[config.mk]
export PLATFORM = sky130hd
export DESIGN_NAME = dbus_ctrl
export DESIGN_NICKNAME = d
export VERILOG_FILES = /design/src/rtl/dbus_ctrl.sv
export SDC_FILE = /design/constraint.sdc
export NUM_CORES = 1
export LEC_CHECK = 0
export CORE_UTILIZATION = 39
export DETAILED_ROUTE_END_ITERATION = 10
export PLACE_DENSITY = 0.8
export SLEW_MARGIN = 15
export SYNTH_ARGS = -nofsm -noshare
export SYNTH_HDL_FRONTEND = slang
export SYNTH_SLANG_ARGS = --single-unit
[constraint.sdc]
create_clock -name clk -period 2.4 [get_ports clk]
set_clock_uncertainty 0.2 [all_clocks]
set_input_delay 0.72 -clock clk [delete_from_list [all_inputs] [get_ports clk]]
set_output_delay 0.72 -clock clk [all_outputs]
set_load 0.03 [all_outputs]
[src/rtl/dbus_ctrl.sv]
// Data-bus controller bridging the MM-stage load/store port to a split
// address/data handshake bus, one outstanding transaction at a time.
module dbus_ctrl (
    input  logic        clk,
    input  logic        resetn,
    input  logic        dbus_en,
    input  logic [3:0]  dbus_we,
    input  logic [31:0] dbus_addr,
    input  logic [31:0] dbus_data,
    input  logic        except,
    input  logic        flush,
    output logic        stall,
    output logic        data_req,
    output logic        data_wr,
    output logic [1:0]  data_size,
    output logic [31:0] data_addr,
    output logic [31:0] data_wdata,
    input  logic        data_addr_ok,
    input  logic        data_data_ok,
    input  logic [31:0] data_rdata,
    output logic [31:0] rdata,
    output logic        rdata_valid
);

    typedef enum logic [1:0] {
        IDLE = 2'd0,
        REQ  = 2'd1,
        WAIT = 2'd2,
        DONE = 2'd3
    } state_t;

    state_t      state, state_nxt;
    logic        wr_q;
    logic [1:0]  size_q;
    logic [31:0] addr_q;
    logic [31:0] wdata_q;
    logic [31:0] rdata_q;
    logic        discard_q, discard_nxt;

    logic        accept;
    logic        discarding;
    logic        complete;
    logic        capture;
    logic [1:0]  size_dec;

    always_comb begin
        case (dbus_we)
            4'b0001, 4'b0010, 4'b0100, 4'b1000: size_dec = 2'd0;
            4'b0011, 4'b1100:                   size_dec = 2'd1;
            default:                            size_dec = 2'd2;
        endcase
    end

    // A flush landing in the completion cycle itself also discards the result.
    always_comb begin
        accept      = (state == IDLE) & dbus_en & ~except & ~flush;
        discarding  = discard_q | flush;
        complete    = ((state == REQ) & data_addr_ok & data_data_ok) |
                      ((state == WAIT) & data_data_ok);
        capture     = complete & ~discarding & ~wr_q;
        state_nxt   = state;
        discard_nxt = discard_q;
        case (state)
            IDLE: begin
                if (accept) state_nxt = REQ;
            end
            REQ: begin
                if (flush) discard_nxt = 1'b1;
                if (data_addr_ok) begin
                    if (data_data_ok) state_nxt = discarding ? IDLE : DONE;
                    else              state_nxt = WAIT;
                end
            end
            WAIT: begin
                if (flush) discard_nxt = 1'b1;
                if (data_data_ok) state_nxt = discarding ? IDLE : DONE;
            end
            DONE: begin
                state_nxt = IDLE;
            end
            default: begin
                state_nxt = IDLE;
            end
        endcase
        if (complete) discard_nxt = 1'b0;
    end

    always_ff @(posedge clk or negedge resetn) begin
        if (!resetn) begin
            state     <= IDLE;
            wr_q      <= 1'b0;
            size_q    <= '0;
            addr_q    <= '0;
            wdata_q   <= '0;
            rdata_q   <= '0;
            discard_q <= 1'b0;
        end else begin
            state     <= state_nxt;
            discard_q <= discard_nxt;
            if (accept) begin
                wr_q    <= |dbus_we;
                size_q  <= size_dec;
                addr_q  <= (|dbus_we) ? dbus_addr : {dbus_addr[31:2], 2'b00};
                wdata_q <= dbus_data;
            end
            if (capture) rdata_q <= data_rdata;
        end
    end

    assign data_req    = (state == REQ);
    assign data_wr     = wr_q;
    assign data_size   = size_q;
    assign data_addr   = addr_q;
    assign data_wdata  = wdata_q;
    assign rdata       = rdata_q;
    assign rdata_valid = (state == DONE) & ~wr_q & ~flush;
    assign stall       = accept | (state == REQ) | (state == WAIT);

endmodule
# [Yosys cells after proc, flatten, opt, wreduce, memory -nomap -nowiden]
# Index checks and enable logic that the tools add are counted.
[op_classes] n_eq_ne=12 reduce_logical=9 bitwise=18 mux=11
[op_table] operator="2-to-1 mux 2 bit" n=6
[op_table] operator="AND 1 bit" n=10
[op_table] operator="equality test 4 x 2 -> 1 bit, second input constant" n=2
[op_table] operator="equality test 4 bit, second input constant" n=2
[op_table] operator="case mux 2 bit (4 select lines)" n=1
[op_table] operator="OR reduction 4 bit" n=2
[op_table] operator="equality test 2 bit, second input constant" n=2
[op_table] operator="equality test 4 x 1 -> 1 bit, second input constant" n=1
[op_table] operator="equality test 4 x 3 -> 1 bit, second input constant" n=1
[op_table] operator="inequality test 2 bit, second input constant" n=2
[op_table] operator="NOT 1 bit" n=4
[op_table] operator="bitwise OR 1 bit" n=4
[op_table] operator="case mux 2 bit (2 select lines)" n=1
[op_table] operator="nonzero test 2 bit" n=2
[op_table] operator="OR reduction 2 bit" n=2
[op_table] operator="2-to-1 mux 1 bit" n=3
[op_table] operator="AND reduction 3 bit" n=1
[op_table] operator="equality test 2 x 1 -> 1 bit, second input constant" n=1
[op_table] operator="zero test 2 bit" n=1
[op_table] operator="inequality test 2 x 1 -> 1 bit, second input constant" n=1
[op_table] operator="AND reduction 2 bit" n=1
[totals] inputBits=107 register_bits=102

# [Depth between registers and ports, before layout]
[logic_depth] ltp_word=6 mapped_depth=8 ltp_nobuf=5

# [Worst setup path before layout]
# Ideal clock, no wire load.
[synth_timing] path_type="input port to output port" from="input flush" to="output rdata_valid" t_required_ps=1480 n_path_buf=0 path_slack_ps=24 path_stages=1 t_arrival_ps=1456 cell_sequence="nor3b_1"
[synth_via] elab_chain_cells=2
[synth_rtl] element="from (decl)" line_no="11" rtl="input logic flush,"
[synth_rtl] element="NOT 1 bit" line_no="116" rtl="assign rdata_valid = (state == DONE) & ~wr_q & ~flush;"
[synth_rtl] element="AND 1 bit" line_no="116"
[synth_rtl] element="to (decl)" line_no="22" rtl="output logic rdata_valid"
# No other way between the ends.

# [Final worst setup path]
[layout_timing] from="register state[1]" to="output stall"
[layout_via] elab_chain_cells=6 word_cells_on_any_way=8 cone_classes="2 x eq/ne; 5 x bitwise; 1 x reduce/logical"
[layout_rtl] element="from (decl)" line_no="32" rtl="state_t state, state_nxt;"
[layout_rtl] element="from (signal assigned)" line_no="98" rtl="state <= state_nxt;"
[layout_rtl] element="zero test 2 bit" line_no="56" rtl="accept = (state == IDLE) & dbus_en & ~except & ~flush;"
[layout_rtl] element="AND 1 bit (3 in a row)" line_no="56"
[layout_rtl] element="bitwise OR 1 bit" line_no="117" rtl="assign stall = accept | (state == REQ) | (state == WAIT);"
[layout_rtl] element="bitwise OR 1 bit *" line_no="117"
[layout_rtl] element="to (decl)" line_no="12" rtl="output logic stall,"
# Every way passes the cells marked *; elsewhere a longest branch is shown, timed or not.

==> summary.txt <==
STA
  • TNS Setup: -143 ps
  • Final WS setup: -143 ps
  • Max-slew violations: 0
  • Final Hold Fails: 0
  • Final hold slack: 98.7 ps
  • RSZ-0062 raised after global routing: yes
  • Worst slew margin: 56.9%
  • FMAX: 0.393 GHz
  • Post-route clock period utilization: 106%
  • Setup violators final: 1
  • Min Tclk post-route: 2540 ps
  • Worst slew pin tran: 647 ps

Routing
  • Met3 Wirelength: 961 um
  • Post-Route WL: 10700 um
  • Routed len/inst: 14.5 um
  • DR iter-0 viols: 103
  • Top sig layer: met5
  • WL met2: 5410 um
  • Met1 WL: 4090 um
  • DRC Markers: 0
  • DRT antenna net count: 0
  • Via Count: 3442
  • DR vias/cell: 4.66
  • TritonRoute pass-1 iters: 4

Cells and area
  • Final design utilization: 67.1%
  • Register area: 0.00255 mm2
  • Multi-input logic area: 0.00139 mm2
  • Share of layout cells above drive strength 1: 13.1%
  • Syn-to-layout area delta: 65.4%
  • # nets final: 711
  • Fill cells: 790

Yosys
  • Synth area leader: dfrtp_1
  • Number of synthesized register bits: 102
  • Commonest cells post-synth: 189 x nand2_1, 102 x dfrtp_1, 32 x mux2_2
  • Net Count, Synth: 491
  • Number of synthesized flops with an enable pin: 0
  • Synth warn: 0
  • Sequential fraction of the synthesis area: 64.1%
  • Mapped Area: 0.00398 mm2
  • Top cells by area, synth: dfrtp_1 64%, nand2_1 18%, mux2_2 9.0%, ha_1 1.6%, buf_2 1.0%
  • Syn Area/Cell: 10.5 um2
  • Post-synth top area share: 64.1%
  • Async set-reset flop share out of synthesis: 100%
  • Cells after Synth: 379
  • Most frequent cell after synthesis: nand2_1
  • Number of distinct library cells after synthesis: 27
  • Ys flop type: dfrtp_1

Clock tree
  • H-tree depth: 3
  • Clk Latency, worst-skew pair: 350 ps
  • Clock Path Buffers: 2
  • CTS Hold Bufs: 0
  • CTS buffer count: 9
  • Clock Sink Count: 102
  • Reg clk slew, reported paths: 100 ps
  • CTS tree: yes
  • CTS Root Cell: clkbuf_8

Floorplan
  • Die Footprint: 0.0106 mm2
  • Row cnt: 36
  • # IOs: 209
  • Core area: 0.00982 mm2
  • Starting Density: 40.6%
  • Horiz. Die Dim: 103 um
  • Die Span Y: 103 um

Power
  • Tot Pwr: 8.54 mW
  • Pwr dens: 1300 mW/mm2
  • Leak: 3.15 nW
  • Worst vdd ir: 0.725 mV

Setup path
  • Type of the worst setup path: flop to primary output
  • Worst-path cell chain: buf_4, ha_2, or3_1, buf_6
  • CP Max Fanout: 5
  • CP arrival: 1620 ps
  • Critical Path End Type: primary output
  • Worst path bufs/invs: 2
  • Slowest CP cell: dfrtp_1
  • CP peak stage delay: 410 ps
  • CP top delay family: flip-flops
  • CP Launch Type: flop
  • Req. time, crit path: 1480 ps

Global routing
  • First-pass GRT wire length: 16600 um
  • Vias in the first global route: 3566
  • Initial antenna violation count: 2
  • Global Route Usage Sum: 20.6%
  • Grt total ovfl: 0
  • Largest net degree at the start of global routing: 64

Run status
  • Status: complete, but fails checks
  • Failing checks: negative setup slack

Placed design
  • Hpwl dp: 7920 um
  • GPL Wtd Cong: 0.736
  • I/O Buffers: 208

Worst hold path
  • Worst hold path type: input port to asynchronous set/reset pin

Flow run
  • Maximum capacitance violations: 0
==> cells by family (layout without fill, tap and decap cells) <==
family | count (synthesis) | after routing | synth area share, %
flip-flops | 102 | 102 | 64.1
buffers and inverters | 23 | 248 | 2.42
adder cells (fa/ha/maj) | 5 | 5 | 1.57
AND/OR/NAND/NOR | 200 | 200 | 19.7
multiplexers | 34 | 34 | 9.58
AO/OA/AOI/OAI | 15 | 15 | 2.61
other | 0 | 1 | 0
==> sequential cells by signal, summed over array words and instances (netlist names) <==
| signal | cells |
|---|---|
| data_addr | 32 |
| data_size | 2 |
| data_wdata | 32 |
| data_wr | 1 |
| discard_q | 1 |
| rdata | 32 |
| state | 2 |
==> worst reg2reg max path, delay by kind of cell, from the launching register on <==
| family | cells | cell delay [ps] |
|---|---|---|
| multiplexers | 1 | 380 |
| flip-flops | 1 | 390 |
| buffers and inverters | 4 | 560 |
| adder cells (fa/ha/maj) | 1 | 160 |
| AND/OR/NAND/NOR | 1 | 130 |
| AO/OA/AOI/OAI | 1 | 170 |
==> per-stage QoR <==
step	area [um2]	setup slack, ps	cells
after global placement	6360	-378	718
after floorplan	3980	23.7	379
after detailed placement	6360	-392	718
after CTS	6580	-187	738
after global routing	6590	-186	738
final	6590	-143	738
==> layer usage <==
layer | up-vias | GRT usage (%)
met5 | - | 0
met4 | 2 | 8.02
met2 | 139 | 35.9
met1 | 1637 | 23.9
li1 | 1643 | -
met3 | 21 | 5.90
==> power breakdown <==
group | leakage (nW) | switching, mW | internal (mW)
registers | 1.29 | 0.432 | 2.50
logic | 1.77 | 2.59 | 2.04
clock network | 0.0914 | 0.588 | 0.388
==> cell type report <==
type / count / area share, %
Antenna cell: 1 / 0.0380
Clock buffer: 10 / 1.94
Clock inverter: 6 / 0.684
Inverter: 5 / 0.285
Multi-Input combinational cell: 254 / 21.2
Sequential cell: 102 / 38.7
Tap cell: 133 / 2.53
Timing Repair Buffer: 227 / 34.6
==> path summary, 6_finish.rpt <==
check / start / endpoint / slack, ps / depth (start not counted)
setup / recovery: state[1] / stall / -140 / 4
hold / removal: resetn / data_wdata[9] / 100 / 1
setup reg to reg: state[1] / rdata[17] / 310 / 8
hold reg to reg: data_size[1] / data_size[1] / 280 / 2
max in group asynchronous: resetn / rdata[28] / 1350 / 2
min in group clk: data_size[1] / data_size[1] / 280 / 2
==> cell usage in the layout (no fill, tap or decap), drive strengths merged, types with 3 or more instances in the layout <==
| cell | count |
|---|---|
| mux2 | 33 |
| clkdlybuf4s50 | 199 |
| clkinv | 3 |
| dlygate4sd2 | 3 |
| o21ai | 3 |
| ha | 5 |
| clkbuf | 10 |
| inv | 8 |
| buf | 24 |
| dfrtp | 102 |
| nand2 | 189 |
==> what timing repair did <==
| item | CTS | global route |
|---|---|---|
| endpoints found under the setup margin | 4 | 3 |
| resized for setup | 13 | 6 |
| pin swaps | 3 | 3 |
| setup buffers | 4 | 0 |
(Power assumes the default switching activity.)
